`src/rtl/nmi_apb_resp_bridge.sv`:
```
// Responder-side bridge: one nmi request becomes one APB3/APB4 transfer,
// with an ACCESS-phase timeout and slave-error reporting back to the initiator.
module nmi_apb_resp_bridge #(
  parameter int          APB_AW      = 16,
  parameter int          TIMEOUT_CYC = 255,
  parameter logic [31:0] ERR_RDATA   = 32'hDEAD_BEEF
) (
  input  logic              clk_i,
  input  logic              rst_i,
  input  logic              nmi_valid_i,
  input  logic [31:0]       nmi_addr_i,
  input  logic [31:0]       nmi_wdata_i,
  input  logic [3:0]        nmi_wstrb_i,
  output logic              nmi_ready_o,
  output logic [31:0]       nmi_rdata_o,
  output logic [APB_AW-1:0] paddr_o,
  output logic              psel_o,
  output logic              penable_o,
  output logic              pwrite_o,
  output logic [31:0]       pwdata_o,
  output logic [3:0]        pstrb_o,
  input  logic [31:0]       prdata_i,
  input  logic              pready_i,
  input  logic              pslverr_i,
  output logic              err_o
);

  localparam int CNT_W = (TIMEOUT_CYC > 0) ? $clog2(TIMEOUT_CYC + 1) : 1;
  localparam logic [CNT_W-1:0] CNT_MAX = CNT_W'(TIMEOUT_CYC);

  typedef enum logic [1:0] {S_IDLE, S_SETUP, S_ACCESS, S_RESP} state_t;

  state_t            state_q, state_d;
  logic [APB_AW-1:0] paddr_q, paddr_d;
  logic [31:0]       pwdata_q, pwdata_d;
  logic [3:0]        pstrb_q, pstrb_d;
  logic              pwrite_q, pwrite_d;
  logic [31:0]       rdata_q, rdata_d;
  logic              err_q, err_d;
  logic [CNT_W-1:0]  cnt_q, cnt_d;

  logic unused_addr_hi;
  assign unused_addr_hi = ^nmi_addr_i[31:APB_AW];

  always_ff @(posedge clk_i) begin
    if (rst_i) begin
      state_q  <= S_IDLE;
      paddr_q  <= '0;
      pwdata_q <= '0;
      pstrb_q  <= '0;
      pwrite_q <= 1'b0;
      rdata_q  <= '0;
      err_q    <= 1'b0;
      cnt_q    <= '0;
    end else begin
      state_q  <= state_d;
      paddr_q  <= paddr_d;
      pwdata_q <= pwdata_d;
      pstrb_q  <= pstrb_d;
      pwrite_q <= pwrite_d;
      rdata_q  <= rdata_d;
      err_q    <= err_d;
      cnt_q    <= cnt_d;
    end
  end

  always_comb begin
    state_d  = state_q;
    paddr_d  = paddr_q;
    pwdata_d = pwdata_q;
    pstrb_d  = pstrb_q;
    pwrite_d = pwrite_q;
    rdata_d  = rdata_q;
    err_d    = err_q;
    cnt_d    = cnt_q;
    unique case (state_q)
      S_IDLE: begin
        if (nmi_valid_i) begin
          paddr_d  = nmi_addr_i[APB_AW-1:0];
          pwdata_d = nmi_wdata_i;
          pwrite_d = |nmi_wstrb_i;
          pstrb_d  = (|nmi_wstrb_i) ? nmi_wstrb_i : 4'b0000;
          state_d  = S_SETUP;
        end
      end
      S_SETUP: begin
        cnt_d   = '0;
        state_d = S_ACCESS;
      end
      S_ACCESS: begin
        if (pready_i) begin
          rdata_d = pwrite_q ? 32'h0 : (pslverr_i ? ERR_RDATA : prdata_i);
          err_d   = pslverr_i;
          state_d = S_RESP;
        end else if (TIMEOUT_CYC != 0) begin
          // Exit exactly when the count hits the limit, so the counter never wraps.
          cnt_d = cnt_q + CNT_W'(1);
          if (cnt_d == CNT_MAX) begin
            err_d   = 1'b1;
            rdata_d = ERR_RDATA;
            state_d = S_RESP;
          end
        end
      end
      S_RESP: begin
        state_d = S_IDLE;
      end
      default: begin
        state_d = S_IDLE;
      end
    endcase
  end

  assign psel_o      = (state_q == S_SETUP) || (state_q == S_ACCESS);
  assign penable_o   = (state_q == S_ACCESS);
  assign nmi_ready_o = (state_q == S_RESP);
  assign err_o       = (state_q == S_RESP) && err_q;
  assign nmi_rdata_o = rdata_q;
  assign paddr_o     = paddr_q;
  assign pwdata_o    = pwdata_q;
  assign pstrb_o     = pstrb_q;
  assign pwrite_o    = pwrite_q;

endmodule

```
`config.mk`:
```
export PLATFORM = sky130hd
export DESIGN_NAME = nmi_apb_resp_bridge
export DESIGN_NICKNAME = d
export VERILOG_FILES = /design/src/rtl/nmi_apb_resp_bridge.sv
export SDC_FILE = /design/constraint.sdc
export NUM_CORES = 1
export LEC_CHECK = 0
export ABC_AREA = 1
export CAP_MARGIN = 20
export CORE_MARGIN = 5
export CORE_UTILIZATION = 44
export CTS_CLUSTER_DIAMETER = 50
export DETAILED_ROUTE_END_ITERATION = 10
export PLACE_DENSITY = 0.89
export SLEW_MARGIN = 20
export SYNTH_ARGS = -nofsm -noshare
export SYNTH_HDL_FRONTEND = slang
export SYNTH_SLANG_ARGS = --single-unit
```
`constraint.sdc`:
```
create_clock -name clk_i -period 3.6 [get_ports clk_i]
set_input_delay 0.9 -clock clk_i [delete_from_list [all_inputs] [get_ports clk_i]]
set_output_delay 0.9 -clock clk_i [all_outputs]
set_load 0.01 [all_outputs]
```
After elaboration in Yosys (flattened, before gate mapping) --
Cells that the tools add are included.
Word-level totals: input bits 105, output and inout bits 89, word-level logic and storage cells 39, flip-flop bits (word level) 96
Cells by class: equality and inequality tests 7, multiplexer cells 13, reduce and logical (&&, ||, !) cells 10, $add $sub $neg 1
Operator list (count):
- $mux 32 | 4
- $pmux 8 s2 | 1
- $add 8x1->8 const B | 1
- $eq 8x8->1 const B | 1
- $mux 8 | 1
- $pmux 2 s4 | 1
- $reduce_and 2->1 | 4
- $mux 2 | 3
- $eq 2x2->1 const B | 2
- $mux 4 | 1
- $ne 2x2->1 const B | 2
- $reduce_bool 2->1 | 2
- $reduce_or 4->1 | 1
- $ne 3x1->1 const B | 1
- $eq 2x1->1 const B | 1
- $logic_not 2->1 | 1
- $mux 1 | 2
- $logic_and 1x1->1 | 1
- $logic_or 1x1->1 | 1

Longest topological paths before layout --
Gate-level depths: netlist (run 1).
depth in word-level cells 5, mapped depth 13, depth with buffers taken out 13

Least setup slack after synthesis (run 1) --
No wires, ideal clock.
kind input -> register, start in rst_i, end reg rdata_q[21] (netlist: nmi_rdata_o[21]), stages on the path 6, library setup time 0.115 ns, data arrival time 1.829 ns, slack 1.656 ns, path through clkbuf_1 > clkinv_1 > clkbuf_1 > buf_1 > nand2_1 > nor2_1
RTL lines:
- from (decl) | line 9 | input logic rst_i,
- to (signal assigned) | line 61 | rdata_q <= rdata_d;
- to (decl) | line 38 | logic [31:0] rdata_q, rdata_d;

Final worst setup path (run 1) --
start reg state_q[1], end out psel_o
Between the ends: longest elaborated chain between the ends 2, elaborated cells between the ends (all ways) 3
RTL lines:
- from (decl) | line 33 | state_t state_q, state_d;
- from (signal assigned) | line 56 | state_q <= state_d;
- $eq 2x1->1 / $eq 2x2->1 (equally long branches) | line 114 | assign psel_o = (state_q == S_SETUP) || (state_q == S_ACCESS);
- $logic_or 1x1->1 (*) | line 114
- to (decl) | line 17 | output logic psel_o,
Every way passes the cells marked *; elsewhere a longest branch is shown, timed or not.

==> out/results.ini, run 1 <==
[outcome]
outcome = completed

[placement]
dp.cells = 814
hpwlAfterDp_um = 8320
io_buffers = 177
gp_congestion = 0.769

[timing]
rsz0062_at_grt = false
maxSlewViolCount = 0
worstMarginPinSlew_ns = 0.723
timing_hold_violations_final = 0
setup_violations = 0
fin_setup_tns_ns = 0
max_freq_mhz = 383
period_share_pct = 72.4
slew_headroom_pct = 51.8
skew_ns = 0.0140
hold_ws_ns = 0.475
period_needed_ns = 2.61

[floorplanning]
die_w_um = 106
core.rowCount = 35
io_pins = 194
coreArea_mm2 = 0.00911
die_h_um = 106
start_util_pct = 44.5
dieArea_mm2 = 0.0112

[routing]
wl_um = 11400
drcViolationCount = 0
drtPass1Iterations = 5
via_count = 4113
drtAntennaViolNets = 0
vias_per_cell = 4.96
drtIter0Drc = 135
post_drt_wl_per_cell_um = 13.8

[yosys]
synth_compound_area_share_pct = 15.7
synth_most_common_cell = nor2_1
ys_seq_area_share_pct = 47.4
synth_commonest_cells = 149 x nor2_1, 96 x dfxtp_1, 80 x o21ai_0, 72 x nand2_1, 41 x a21oi_1
syn_inst = 558
synth_flop_cell = dfxtp_1
synthXorXnorAreaFrac_pct = 0
synthTopCellsByArea = dfxtp_1 47%, nor2_1 14%, o21ai_0 9.9%
synthSimpleGateAreaFrac_pct = 27.6
synth_adder_area_share_pct = 2.16
syn_avg_cell_area_um2 = 7.26
synth_edf_count = 0
synth_warnings = 0
synth_top_family_by_area = simple AND/OR/NAND/NOR gates
synthMuxAreaShare_pct = 0
synth_area_leader_cell = dfxtp_1
syn-num-nets = 670
async_reset_ff_share_pct = 0
yosysUniqueCellTypes = 25
synth.top_cell.area_share_pct = 47.4
synth_area_mm2 = 0.00405
ys_seq_elements = 96

[global_routing]
gr-total-overflow = 0
grt_max_degree = 67
antenna_found_initial = 0
grt_pass1_wl_um = 18400
grt_usage_pct = 20.1
grt_pass1_vias = 3878

[clock_tree]
cts_resized = 0
cts_tree = done
hold_buffers = 0
cts.sinks = 96
clkTransAtPathRegs_ns = 0.09
cts_buffer_depth = 2
htree_levels = 3
insertion_delay_ns = 0.35
numCtsBuffers = 9
cts-root-buf = clkbuf_8
cts_setup_buffers = 0

[setup_path]
startpoint_type = flop
critPathArrivalTime_ns = 1.71
reg2reg_to = cnt_q[3]
required_ns = 2.70
cpPeakStageDelay_ns = 0.58
r2r_setup_slack_ns = 1.13
slowest_stage = clkdlybuf4s50_1
path_cells = inv_1 -> ha_1 -> clkdlybuf4s50_1
regToRegStartpoint = state_q[0]
rr_worst_depth = 10
worstSetupEndpointType = primary output
worstSetupPathType = flop to primary output
path_max_fanout = 4

[pwr]
pwr-share-clk_pct = 18.9
swShare_pct = 34.7
p_leak_nw = 2.30
intPower_mw = 2.38
power_frac_seq_pct = 40.2
p_switching_mw = 1.26
comb_power_share_pct = 41.0
pwr_density_cell_mw_per_mm2 = 609
vdd_ir_drop_max_mv = 0.310

[hold_path]
whs_path_depth = 2
hold_class = flop to flop
whs_endpoint = err_q
hold_start = err_q

[finish]
final_cells = 829
areaGrowthSynthToFinish_pct = 47.6
nNetsFinal = 826
multi_input_area_mm2 = 0.00185
regArea_mm2 = 0.00192
drive_above_1_share_pct = 4.18
utilization_pct = 65.7
n_antenna_cell = 0
nFillCells = 734

[flow_run]
maxCapViolations = 0

metrics by stage:
step	power [mW]	instance area, µm²	worst slack (ns)
final	3.65	5980	0.992
after CTS	3.69	5980	0.955
after global routing	3.90	5980	0.855
after detailed placement	2.99	5800	0.745
after floorplan	2.24	4050	1.66
after global placement	2.94	5800	0.804
cell usage in the layout, fill, tap and decap left out, drive strengths merged:
cell type        n
clkdlybuf4s50  177
nor2           149
dfxtp           96
o21ai           80
nand2           76
a21oi           43
nand3           40
inv             22
clkbuf          10
ha               7
buf              5
clkinv           3
o21bai           2
nand4            2
nor3b            1
or2              1
nand3b           1
nor3             1
clkinvlp         1
bufinv           1
final cells by class:
cell class | count | share of cell area (%)
multi-input combinational | 403 | 30.9
clock buffer | 10 | 2.13
timing repair buffer | 182 | 30.2
clock inverter | 5 | 0.941
inverter | 22 | 1.38
sequential | 96 | 32.1
tap | 111 | 2.32
power groups by stage:
stage | Clock [mW] | Combinational (mW) | Sequential (mW)
detailed placement | 0 | 1.51 | 1.49
global placement | 0 | 1.47 | 1.47
finish | 0.687 | 1.49 | 1.46
floorplan | 0 | 0.647 | 1.59
CTS | 0.707 | 1.51 | 1.47
global route | 0.751 | 1.66 | 1.50
registers in the layout (all words and copies together), names as in the netlist:
signal / flops
cnt_q: 8
err_q: 1
nmi_rdata_o: 32
paddr_o: 16
pstrb_o: 4
pwdata_o: 32
pwrite_o: 1
state_q: 2
layer usage:
layer	up-vias	share of wire (%)	GRT usage, %
met1	1822	41	23.3
met2	158	46	33.3
met3	17	11	8.93
met5	-	0	0
met4	0	1.7	6.48
li1	2116	-	-
critical path, delay by kind of cell, from the launching register on:
family / cells / cell delay, ns
adder cells (fa/ha/maj): 1 / 0.30
buffers and inverters: 2 / 0.68
flip-flops: 1 / 0.39
cell families after synthesis:
group / Yosys count
adders and majority gates: 7
DFF: 96
AOI/OAI and AO/OA: 125
and+or+nand+nor: 271
buffers and inverters: 59
worst max path at each step:
stage               start         endpoint  slack, ns  depth (start not counted)
3_5_place_dp     pready_i   nmi_rdata_o[8]       0.75                          9
6_report       state_q[1]           psel_o       0.99                          3
2_1_floorplan       rst_i  nmi_rdata_o[21]       1.66                          6
4_1_cts        state_q[0]           psel_o       0.96                          3
3_3_place_gp     pready_i   nmi_rdata_o[8]       0.80                          9
5_1_grt        state_q[0]         cnt_q[3]       0.85                         10
(Power assumes the default switching activity.)
==> run 2: changes to the inputs <==
- CORE_UTILIZATION: 44 -> 37
- PLACE_DENSITY: 0.89 -> 0.8
- clock period: 3.6 -> 2.2 ns (I/O delays scaled with it)
==> run 2 against run 1 <==
  * Global-route usage shrank 2.5 points
  * Sequential share of layout area shrank 0.46 points
  * Die area increased by 17%
  * Cell area increased by 1.6%
  * Hold slack got worse by 0.013 ns
  * Via count increased by 1.8%
  * Utilization shrank 9.4 points
  * Clock skew down 0.0091 ns
  * Clock-buffer cell count is 2 higher
  * Critical path type is now flop to flop
  * Routed wire length grew 3.7%
==> out/results.ini, run 2 (synthesis gave the netlist of run 1 again) <==
[setup_path]
reg2reg_to = nmi_rdata_o[30]  ; was cnt_q[3]
regToRegStartpoint = cnt_q[0]  ; was state_q[0]
path_max_fanout = 31  ; was 4
worstSetupPathType = flop to flop  ; was flop to primary output
required_ns = 2.46  ; was 2.70 ns
critPathArrivalTime_ns = 2.30  ; was 1.71 ns
worstSetupStartpoint = cnt_q[0]  ; was state_q[1]
rr_worst_depth = 10  ; unchanged
crit_end = nmi_rdata_o[30]  ; was psel_o
worstSetupEndpointType = flop  ; was primary output
startpoint_type = flop  ; unchanged
r2r_setup_slack_ns = 0.16  ; was 1.13 ns

[timing]
setup_slack_ns = 0.155  ; was 0.992 ns
slew_headroom_pct = 57.9  ; was 51.8%
period_needed_ns = 2.04
period_share_pct = 92.9
rsz0062_at_grt = true  ; was false
setup_violations = 0  ; unchanged
fin_setup_tns_ns = 0  ; unchanged
worstMarginPinSlew_ns = 0.630  ; was 0.723 ns
timing_hold_violations_final = 0  ; unchanged
skew_ns = 0.00491  ; was 0.0140 ns
maxSlewViolCount = 0  ; unchanged
max_freq_mhz = 489

[clock_tree]
htree_levels = 3  ; unchanged
cts_setup_buffers = 0  ; unchanged
numCtsBuffers = 9  ; unchanged
clkTransAtPathRegs_ns = 0.09  ; about the same
cts-root-buf = clkbuf_8  ; unchanged
hold_buffers = 0  ; unchanged
cts.sinks = 96  ; unchanged
cts_tree = done  ; unchanged
cts_buffer_depth = 2  ; unchanged
insertion_delay_ns = 0.35  ; about the same

[floorplanning]
die_h_um = 115  ; was 106 µm
start_util_pct = 37.5  ; was 44.5%
io_pins = 194  ; unchanged
core.rowCount = 38  ; was 35
die_w_um = 115  ; was 106 µm
dieArea_mm2 = 0.0131  ; was 0.0112 mm²
coreArea_mm2 = 0.0108  ; was 0.00911 mm²

[routing]
drtAntennaViolNets = 0  ; unchanged
via_count = 4186  ; was 4113
wl_um = 11900  ; was 11400 µm
drtIter0Drc = 390  ; was 135
drtPass1Iterations = 4  ; was 5
post_drt_wl_per_cell_um = 13.7  ; was 13.8 µm
drcViolationCount = 0  ; unchanged
vias_per_cell = 4.84  ; was 4.96

[placement]
gp_congestion = 0.834  ; was 0.769
post_dp_cell_area_mm2 = 0.00590  ; was 0.00580 mm²
io_buffers = 177  ; unchanged
dp.cells = 850  ; was 814
hpwlAfterDp_um = 8270  ; was 8320 µm
pre_cts_slack_ns = 0.117  ; was 0.745 ns

[finish]
nNetsFinal = 834  ; was 826
final_cell_mix = 174 x clkdlybuf4s50_1, 149 x nor2_1, 94 x dfxtp_1  ; was 177 x clkdlybuf4s50_1, 149 x nor2_1, 96 x dfxtp_1
drive_above_1_share_pct = 5.25  ; was 4.18%
final_common_cell = clkdlybuf4s50_1  ; unchanged
final_area_mm2 = 0.00608  ; was 0.00598 mm²
utilization_pct = 56.3  ; was 65.7%
final_cells = 864  ; was 829
areaGrowthSynthToFinish_pct = 50.0  ; was 47.6%
nFillCells = 991  ; was 734
n_antenna_cell = 0  ; unchanged

[flow_run]
maxCapViolations = 0  ; unchanged

[global_routing]
grt_pass1_wl_um = 18800  ; was 18400 µm
grt_pass1_vias = 4000  ; was 3878
grt_usage_pct = 17.6  ; was 20.1%
gr-total-overflow = 0  ; unchanged
antenna_found_initial = 0  ; unchanged
grt_max_degree = 64  ; was 67

[pwr]
pwr_density_cell_mw_per_mm2 = 969  ; was 609 mW/mm²
p_leak_nw = 2.38  ; was 2.30 nW
vdd_ir_drop_max_mv = 0.528  ; was 0.310 mV

[hold_path]
hold_class = flop to flop  ; unchanged

[outcome]
outcome = completed  ; unchanged

[run 2: cell count changes in the layout (fill, tap and decap cells not counted), moves of 2 or more]
cell,change
clkbuf_8,+2
buf_4,+6
dfxtp_2,+2
dlymetal6s2s_1,+2
clkdlybuf4s50_1,-3
dfxtp_1,-2
[run 2: per-layer routing]
metal  global-route usage, %  routed length (µm)  up-vias
met4                    7.76                 245        0
met3                    6.82                1300       18
met1                    20.9                4890     1883
met2                    28.2                5420      159
met5                       0                   0        -
li1                        -                   -     2126
[run 2: layout make-up]
class / instances / area (µm²) / area share [%]
sequential: 96 / 1920 / 31.7
timing repair buffer: 189 / 1880 / 30.9
multi-input combinational: 404 / 1860 / 30.6
tap: 140 / 175 / 2.88
clock buffer: 12 / 155 / 2.55
inverter: 22 / 82.6 / 1.36
clock inverter: 1 / 5.00 / 0.0824
[run 2: worst min-delay path by stage]
stage | startpoint | end | slack, ns | cells after the start
6_report | err_q | err_q | 0.46 | 2
4_1_cts | err_q | err_q | 0.46 | 2
3_3_place_gp | err_q | err_q | 0.44 | 2
3_5_place_dp | err_q | err_q | 0.45 | 2
2_1_floorplan | err_q | err_q | 0.43 | 2
5_1_grt | err_q | err_q | 0.49 | 2
[run 2: critical path, cell delays in order (launching register included)]
cell	delay [ns]
dfxtp_1	0.43
ha_1	0.27
nand3_2	0.12
o21bai_1	0.19
nand2_1	0.07
nor2_1	0.14
nand2_2	0.16
nand2_4	0.33
nand3_1	0.11
nand2_1	0.09
nor2_1	0.04
[run 2: stage by stage]
| stage | power [mW] | hold slack, ns |
|---|---|---|
| final | 5.89 | 0.462 |
| after floorplan | 3.66 | 0.428 |
| after CTS | 5.96 | 0.464 |
| after detailed placement | 4.92 | 0.451 |
| after global routing | 6.31 | 0.494 |
| after global placement | 4.84 | 0.441 |
[run 2: repair_timing]
action / CTS / global route
gates cloned: 0 / 1
pin swaps: 0 / 1
resized for setup: 3 / 2
setup endpoints to repair: 3 / 7
[run 2: power by group]
group | leakage [nW] | total, mW | internal [mW] | switching, mW
registers | 0.789 | 2.40 | 2.16 | 0.232
logic | 1.50 | 2.47 | 1.22 | 1.24
clock network | 0.0842 | 1.03 | 0.454 | 0.572
